`src/rtl/lc4_trace_pkg.sv`:
```
// Shared definitions for the LC4 commit trace recorder: stall codes,
// fixed field widths, record bit offsets and a saturating counter helper.
package lc4_trace_pkg;

  typedef enum logic [1:0] {
    STALL_NONE   = 2'd0,
    STALL_CACHE  = 2'd1,
    STALL_BRANCH = 2'd2,
    STALL_LOAD   = 2'd3
  } stall_e;

  localparam int PC_W    = 16;
  localparam int INSN_W  = 16;
  localparam int WSEL_W  = 3;
  localparam int NZP_W   = 3;
  localparam int ADDR_W  = 16;
  localparam int CNT_W   = 32;
  localparam int FIXED_W = PC_W + INSN_W + 1 + WSEL_W + 1 + NZP_W + 1 + ADDR_W;

  localparam logic [CNT_W-1:0] CNT_MAX = '1;

  // Record layout, MSB first: pc, insn, rf_we, wsel, rf_data, nzp_we,
  // nzp_bits, dmem_we, dmem_addr, dmem_data. Offsets are LSB positions.
  function automatic int rec_width(int w);     return FIXED_W + 2*w;  endfunction
  function automatic int off_dmem_addr(int w); return w;              endfunction
  function automatic int off_dmem_we(int w);   return w + 16;         endfunction
  function automatic int off_nzp_bits(int w);  return w + 17;         endfunction
  function automatic int off_nzp_we(int w);    return w + 20;         endfunction
  function automatic int off_rf_data(int w);   return w + 21;         endfunction
  function automatic int off_wsel(int w);      return 2*w + 21;       endfunction
  function automatic int off_rf_we(int w);     return 2*w + 24;       endfunction
  function automatic int off_insn(int w);      return 2*w + 25;       endfunction
  function automatic int off_pc(int w);        return 2*w + 41;       endfunction

  function automatic logic [CNT_W-1:0] sat_inc(logic [CNT_W-1:0] v);
    return (v == CNT_MAX) ? v : v + 1'b1;
  endfunction

endpackage

```
`src/rtl/lc4_trace_fifo.sv`:
```
// Record FIFO: registered storage, no bypass; an empty FIFO shows zero data.
module lc4_trace_fifo #(
  parameter int WIDTH = 8,
  parameter int DEPTH = 8
) (
  input  logic             clk,
  input  logic             rst,
  input  logic             push,
  input  logic [WIDTH-1:0] din,
  input  logic             pop,
  output logic [WIDTH-1:0] dout,
  output logic             full,
  output logic             empty
);
  localparam int AW = $clog2(DEPTH);

  logic [WIDTH-1:0] mem [DEPTH];
  logic [AW:0]      wptr, rptr;
  logic             do_push, do_pop;

  // Extra pointer MSB distinguishes full from empty.
  assign empty   = (wptr == rptr);
  assign full    = (wptr[AW] != rptr[AW]) && (wptr[AW-1:0] == rptr[AW-1:0]);
  assign do_pop  = pop && !empty;
  assign do_push = push && (!full || do_pop);
  assign dout    = empty ? '0 : mem[rptr[AW-1:0]];

  // Pointer update; reset discards all queued entries.
  always_ff @(posedge clk) begin
    if (!rst) begin
      wptr <= '0;
      rptr <= '0;
    end else begin
      if (do_push) wptr <= wptr + 1'b1;
      if (do_pop)  rptr <= rptr + 1'b1;
    end
  end

  // Storage write; contents are don't-care while not covered by the pointers.
  always_ff @(posedge clk) begin
    if (do_push) mem[wptr[AW-1:0]] <= din;
  end

endmodule

```
`src/rtl/lc4_trace_recorder.sv`:
```
// LC4 commit trace recorder: captures committed instructions into a FIFO
// and counts commit/stall events. Define LC4_TRACE_STALL_COUNT_EN to get
// live cnt_cache/cnt_branch/cnt_load; otherwise they read as zero.
module lc4_trace_recorder
  import lc4_trace_pkg::*;
#(
  parameter int WORD_SIZE = 64,
  parameter int DEPTH     = 8
) (
  input  logic                       clk,
  input  logic                       rst,
  input  logic                       gwe,
  input  logic                       rec_en,
  input  logic [1:0]                 test_stall,
  input  logic [15:0]                test_cur_pc,
  input  logic [15:0]                test_cur_insn,
  input  logic                       test_regfile_we,
  input  logic [2:0]                 test_regfile_wsel,
  input  logic [WORD_SIZE-1:0]       test_regfile_data,
  input  logic                       test_nzp_we,
  input  logic [2:0]                 test_nzp_new_bits,
  input  logic                       test_dmem_we,
  input  logic [15:0]                test_dmem_addr,
  input  logic [WORD_SIZE-1:0]       test_dmem_data,
  output logic                       rec_valid,
  input  logic                       rec_ready,
  output logic [57+2*WORD_SIZE-1:0]  rec_data,
  output logic [31:0]                cnt_exec,
  output logic [31:0]                cnt_cache,
  output logic [31:0]                cnt_branch,
  output logic [31:0]                cnt_load,
  output logic [31:0]                cnt_drop,
  output logic                       overflow
);
  localparam int REC_W = rec_width(WORD_SIZE);

  logic             commit, cap, pop, push, drop, full, empty;
  logic [REC_W-1:0] rec_in;

  assign commit = rst && gwe && rec_en;
  assign cap    = commit && (test_stall == STALL_NONE);
  assign pop    = rec_valid && rec_ready;
  assign push   = cap && (!full || pop);
  assign drop   = cap && full && !pop;

  // Pack the record; register/NZP payloads are masked when not written.
  always_comb begin
    rec_in = '0;
    rec_in[off_pc(WORD_SIZE)        +: PC_W]      = test_cur_pc;
    rec_in[off_insn(WORD_SIZE)      +: INSN_W]    = test_cur_insn;
    rec_in[off_rf_we(WORD_SIZE)]                  = test_regfile_we;
    rec_in[off_wsel(WORD_SIZE)      +: WSEL_W]    = test_regfile_we ? test_regfile_wsel : '0;
    rec_in[off_rf_data(WORD_SIZE)   +: WORD_SIZE] = test_regfile_we ? test_regfile_data : '0;
    rec_in[off_nzp_we(WORD_SIZE)]                 = test_nzp_we;
    rec_in[off_nzp_bits(WORD_SIZE)  +: NZP_W]     = test_nzp_we ? test_nzp_new_bits : '0;
    rec_in[off_dmem_we(WORD_SIZE)]                = test_dmem_we;
    rec_in[off_dmem_addr(WORD_SIZE) +: ADDR_W]    = test_dmem_addr;
    rec_in[WORD_SIZE-1:0]                         = test_dmem_data;
  end

  lc4_trace_fifo #(.WIDTH(REC_W), .DEPTH(DEPTH)) u_fifo (
    .clk   (clk),
    .rst   (rst),
    .push  (push),
    .din   (rec_in),
    .pop   (pop),
    .dout  (rec_data),
    .full  (full),
    .empty (empty)
  );

  assign rec_valid = !empty;

  // Commit and drop accounting, saturating; overflow is sticky until reset.
  always_ff @(posedge clk) begin
    if (!rst) begin
      cnt_exec <= '0;
      cnt_drop <= '0;
      overflow <= 1'b0;
    end else begin
      if (cap)  cnt_exec <= sat_inc(cnt_exec);
      if (drop) begin
        cnt_drop <= sat_inc(cnt_drop);
        overflow <= 1'b1;
      end
    end
  end

`ifdef LC4_TRACE_STALL_COUNT_EN
  // Per-cause stall counters, saturating.
  always_ff @(posedge clk) begin
    if (!rst) begin
      cnt_cache  <= '0;
      cnt_branch <= '0;
      cnt_load   <= '0;
    end else if (commit) begin
      case (test_stall)
        STALL_CACHE:  cnt_cache  <= sat_inc(cnt_cache);
        STALL_BRANCH: cnt_branch <= sat_inc(cnt_branch);
        STALL_LOAD:   cnt_load   <= sat_inc(cnt_load);
        default: ;
      endcase
    end
  end
`else
  assign cnt_cache  = '0;
  assign cnt_branch = '0;
  assign cnt_load   = '0;
`endif

endmodule

```
`config.mk`:
```
export PLATFORM = sky130hd
export DESIGN_NAME = lc4_trace_recorder
export DESIGN_NICKNAME = d
export VERILOG_FILES = /design/src/rtl/lc4_trace_pkg.sv /design/src/rtl/lc4_trace_fifo.sv /design/src/rtl/lc4_trace_recorder.sv
export SDC_FILE = /design/constraint.sdc
export NUM_CORES = 1
export LEC_CHECK = 0
export BUFFER_PORTS_ARGS = -buffer_cell sky130_fd_sc_hd__clkbuf_2
export CORE_MARGIN = 2
export CORE_UTILIZATION = 29
export DETAILED_ROUTE_END_ITERATION = 10
export SYNTH_ARGS = -nofsm -noshare
export SYNTH_HDL_FRONTEND = slang
export SYNTH_SLANG_ARGS = --single-unit
```
`constraint.sdc`:
```
create_clock -name clk -period 27.5 [get_ports clk]
set_clock_uncertainty 0.1 [all_clocks]
set_input_delay 4.125 -clock clk [delete_from_list [all_inputs] [get_ports clk]]
set_output_delay 4.125 -clock clk [all_outputs]
set_load 0.01 [all_outputs]
```
==> run summary <==
YOSYS
--------------------------------------------------------------------------------------------------------
Cell types with the highest counts after synthesis ........................................ sky130_fd_sc_hd__edfxtp_1, sky130_fd_sc_hd__mux4_2, sky130_fd_sc_hd__nor2_1, sky130_fd_sc_hd__mux2i_1, sky130_fd_sc_hd__clkbuf_1
Largest area contributor in the netlist ................................................... sky130_fd_sc_hd__edfxtp_1
Netlist area before placement .............................................................   0.0609 mm2
Leading register cell type out of synthesis ............................................... sky130_fd_sc_hd__edfxtp_1
Post-synth EDFFs ..........................................................................        1,480
Mean Syn Cell Area ........................................................................     20.4 um2
Area share of the largest cell type after synthesis .......................................        73.0%
Post-synthesis cell count .................................................................        2,991
Top cells by area in the synthesized netlist .............................................. sky130_fd_sc_hd__edfxtp_1, sky130_fd_sc_hd__mux4_2, sky130_fd_sc_hd__mux2i_1
Count leader, synth ....................................................................... sky130_fd_sc_hd__edfxtp_1
Fraction of registers with async set/reset ................................................           0%
Number of synthesized register bits .......................................................        1,556
Count of yosys warnings during synthesis ..................................................            0
Sequential element share of the synthesized area ..........................................        75.5%
Netlist cell types ........................................................................           50

FLOORPLANNING
--------------------------------------------------------------------------------------------------------
Chip height ...............................................................................       462 um
Die width .................................................................................       462 um
Placeable core region .....................................................................    0.209 mm2
Die area ..................................................................................    0.214 mm2
Number of I/O pins ........................................................................          539
Number of placement rows ..................................................................          168
Initial core utilization ..................................................................        29.1%

CTS
--------------------------------------------------------------------------------------------------------
CTS hold repair buffers ...................................................................            0
CTS max path bufs .........................................................................            3
Master cell of the clock root buffer ...................................................... sky130_fd_sc_hd__clkbuf_16
Post-CTS clock slew at the launch and capture registers of the worst setup and hold paths .        60 ps
Clock buffer count from CTS ...............................................................          166
CTS resizes ...............................................................................            0
Worst skew pair latency ...................................................................       830 ps
H-Tree Depth ..............................................................................            4
Number of clock sinks .....................................................................        1,556
Number of setup buffers added after CTS ...................................................            0
Clock tree from TritonCTS .................................................................          yes

CRITICAL PATH
--------------------------------------------------------------------------------------------------------
Logic depth of the worst path, buffers included ...........................................            8
Stage delay of the slowest cell on the critical path ......................................       830 ps
Cell with the biggest individual delay on the critical path ............................... sky130_fd_sc_hd__buf_4
Biggest fanout along the worst timing path ................................................           43
CP endpoint ............................................................................... rec_data[127]
Reg2reg start ............................................................................. u_fifo.wptr[2]
Reg-to-reg slack, setup ...................................................................    23,110 ps
Critical path capture point type ..........................................................  output port
Cell with the most instances on the worst path ............................................ sky130_fd_sc_hd__buf_4
Count of buffer and inverter cells on the critical path ...................................            5
Required arrival time at the worst endpoint ...............................................    23,270 ps
Arrival time of the worst setup path ......................................................      5790 ps
Depth of the worst register-to-register path ..............................................            7
Classification of the worst setup path .................................................... flip-flop to output port
Cells along the critical path ............................................................. buf_4 -> buf_4 -> buf_4 -> buf_4 -> mux4_2 -> mux2i_1 -> nor2_1 -> clkbuf_2
End of the worst register-to-register path ................................................ u_fifo.mem[5][167]
Delay-heaviest family, CP ................................................................. buffers and inverters
Startpoint type of the worst setup path ...................................................    flip-flop

ROUTE
--------------------------------------------------------------------------------------------------------
DRC .......................................................................................            0
Routed via count ..........................................................................       30,000
Routed wire length ........................................................................   143,000 um
DR pass1 iterations .......................................................................            5
DRT iter0 DRCs ............................................................................        2,209
Average detailed-routed wire length per instance ..........................................      22.3 um
Via/cell ratio ............................................................................         4.66
Detail Route Antenna Nets .................................................................            0

GLOBAL ROUTE
--------------------------------------------------------------------------------------------------------
Largest net degree at the start of global routing .........................................           98
Antenna violations before repair ..........................................................           39
Overall routing resource usage ............................................................        13.2%
Via count of the first global-routing pass ................................................       30,700
First-pass GRT wire length ................................................................   207,000 um
Total grt overflow ........................................................................            0

STA
--------------------------------------------------------------------------------------------------------
Relative slew margins .....................................................................        17.2%
RSZ-0062 raised after global routing ......................................................           no
TNS Setup .................................................................................         0 ps
Measured slew at the worst slew-check pin .................................................      1230 ps
Part of the cycle the worst path needs ....................................................        36.4%
Final hold violation count ................................................................            0
Final Max Slew Viols ......................................................................            0
Final number of setup-violating endpoints .................................................            0
Max Freq ..................................................................................     99.8 MHz
Final min period ..........................................................................    10,020 ps

PLACEMENT
--------------------------------------------------------------------------------------------------------
Placed Cells incl. Taps ...................................................................        6,134
Total cell area at the placement stage ....................................................   0.0662 mm2
Input/output buffers ......................................................................          442
Final estimated routing congestion in global placement ....................................        0.771
Post-detailed-placement half-perimeter wirelength .........................................    81,000 um

POWER
--------------------------------------------------------------------------------------------------------
IR Drop Worst-Case VDD ....................................................................    0.0613 mV
Leakage dissipation .......................................................................      22.2 nW
Power density of the placed cells .........................................................  68.3 mW/mm2

MIN PATH
--------------------------------------------------------------------------------------------------------
Hold/Removal Path Class ................................................................... flip-flop to flip-flop

JOB
--------------------------------------------------------------------------------------------------------
Max-cap violations ........................................................................            0

FINAL LAYOUT
--------------------------------------------------------------------------------------------------------
Sequential cell area ......................................................................   0.0460 mm2
Number of filler instances in the final layout ............................................       19,700
Count of placed standard cells in the final layout, fillers left out ......................        6,436
Multi-input combinational cell area .......................................................   0.0140 mm2
Final Net Count ...........................................................................        3,693
Post-route design area ....................................................................   0.0715 mm2
Fraction of layout cells with a size suffix above 1 .......................................        30.4%
Area Growth Syn to Fin ....................................................................        17.4%
Post-layout utilization of the core .......................................................        34.2%

STATUS
--------------------------------------------------------------------------------------------------------
Outcome ................................................................................... finished clean

placed cells by master (no fill, tap or decap), drive strengths merged, types with 2 or more instances in the layout:
cell type,count
nor2,222
o21ai,10
a21o,2
a211oi,9
or2b,4
and3,8
nor3b,3
nand3,28
diode,8
a2111oi,2
ha,4
and4,11
nand2b,9
or4,24
xor2,3
conb,96
a21oi,37
edfxtp,1480
bufinv,9
o21a,2
dfxtp,76
nand2,41
nand4,23
clkbuf,647
o31ai,22
o41ai,3
and2,74
buf,54
clkinvlp,4
o311ai,3
inv,13
mux4,370
or3,9
clkinv,71
nor3,8
nor4,13
mux2i,193
xnor2,25
worst min path at each step:
stage,slack (ps),start,cells after the start,to
global route,410,cnt_drop[30],2,cnt_drop[30]
finish,400,cnt_drop[30],2,cnt_drop[30]
floorplan,370,u_fifo.rptr[3],2,u_fifo.rptr[3]
global placement,370,cnt_drop[30],2,cnt_drop[30]
CTS,400,cnt_drop[30],2,cnt_drop[30]
detailed placement,390,cnt_drop[30],2,cnt_drop[30]
area by class of cell:
class / instances / area share [%]
flip-flops and latches: 1556 / 64.3
multi-input cells: 1269 / 19.6
clock buffers: 205 / 6.02
well taps: 2805 / 4.91
repair buffers: 496 / 3.80
clock inverters: 89 / 1.31
inverters: 8 / 0.0420
diodes: 8 / 0.0280
routing by layer:
| metal | up-vias | part of all wire [%] | wire [um] | track usage, % |
|---|---|---|---|---|
| met5 | - | 0.25 | 356 | 0 |
| met4 | 54 | 2.4 | 3490 | 4.02 |
| met3 | 247 | 7.6 | 10800 | 4.23 |
| met2 | 903 | 46 | 66700 | 20.7 |
| met1 | 15800 | 43 | 62100 | 17.3 |
| li1 | 13000 | - | - | - |
power breakdown:
part,internal [W],switching (W)
registers,0.00260,0.00000220
logic,0.0000553,0.0000930
clock network,0.00121,0.000934
total,0.00386,0.00103
metrics by stage:
stage / total power (W) / hold WS (ps) / setup slack, ps
2_1_floorplan: 0.00274 / 371 / 4170
3_3_place_gp: 0.00280 / 371 / 18050
3_5_place_dp: 0.00280 / 391 / 18070
4_1_cts: 0.00495 / 399 / 17130
5_1_grt: 0.00506 / 409 / 16750
6_report: 0.00489 / 395 / 17480
logic make-up (layout without fill, tap and decap cells):
logic type | Yosys count | after routing | share of synthesized area [%]
compound gates | 95 | 95 | 1.00
xor+xnor | 28 | 28 | 0.403
fa+ha+maj | 4 | 4 | 0.0822
buf+inv | 261 | 798 | 2.22
flops | 1556 | 1556 | 75.5
mux | 563 | 563 | 16.9
other cells | 1 | 104 | 0.00616
simple gates | 483 | 483 | 3.95
tightest hold or removal path: stages (launching register included):
cell	delay [ps]
sky130_fd_sc_hd__dfxtp_1	330
sky130_fd_sc_hd__o31ai_1	60
sky130_fd_sc_hd__a21oi_1	60
sequential cells by signal, indices dropped and copies added, names as in the netlist, named ones only:
register,count
cnt_drop,32
cnt_exec,32
overflow,1
u_fifo.mem,1480
u_fifo.rptr,4
u_fifo.wptr,4
Note: power is estimated with default switching activity, not from simulation.
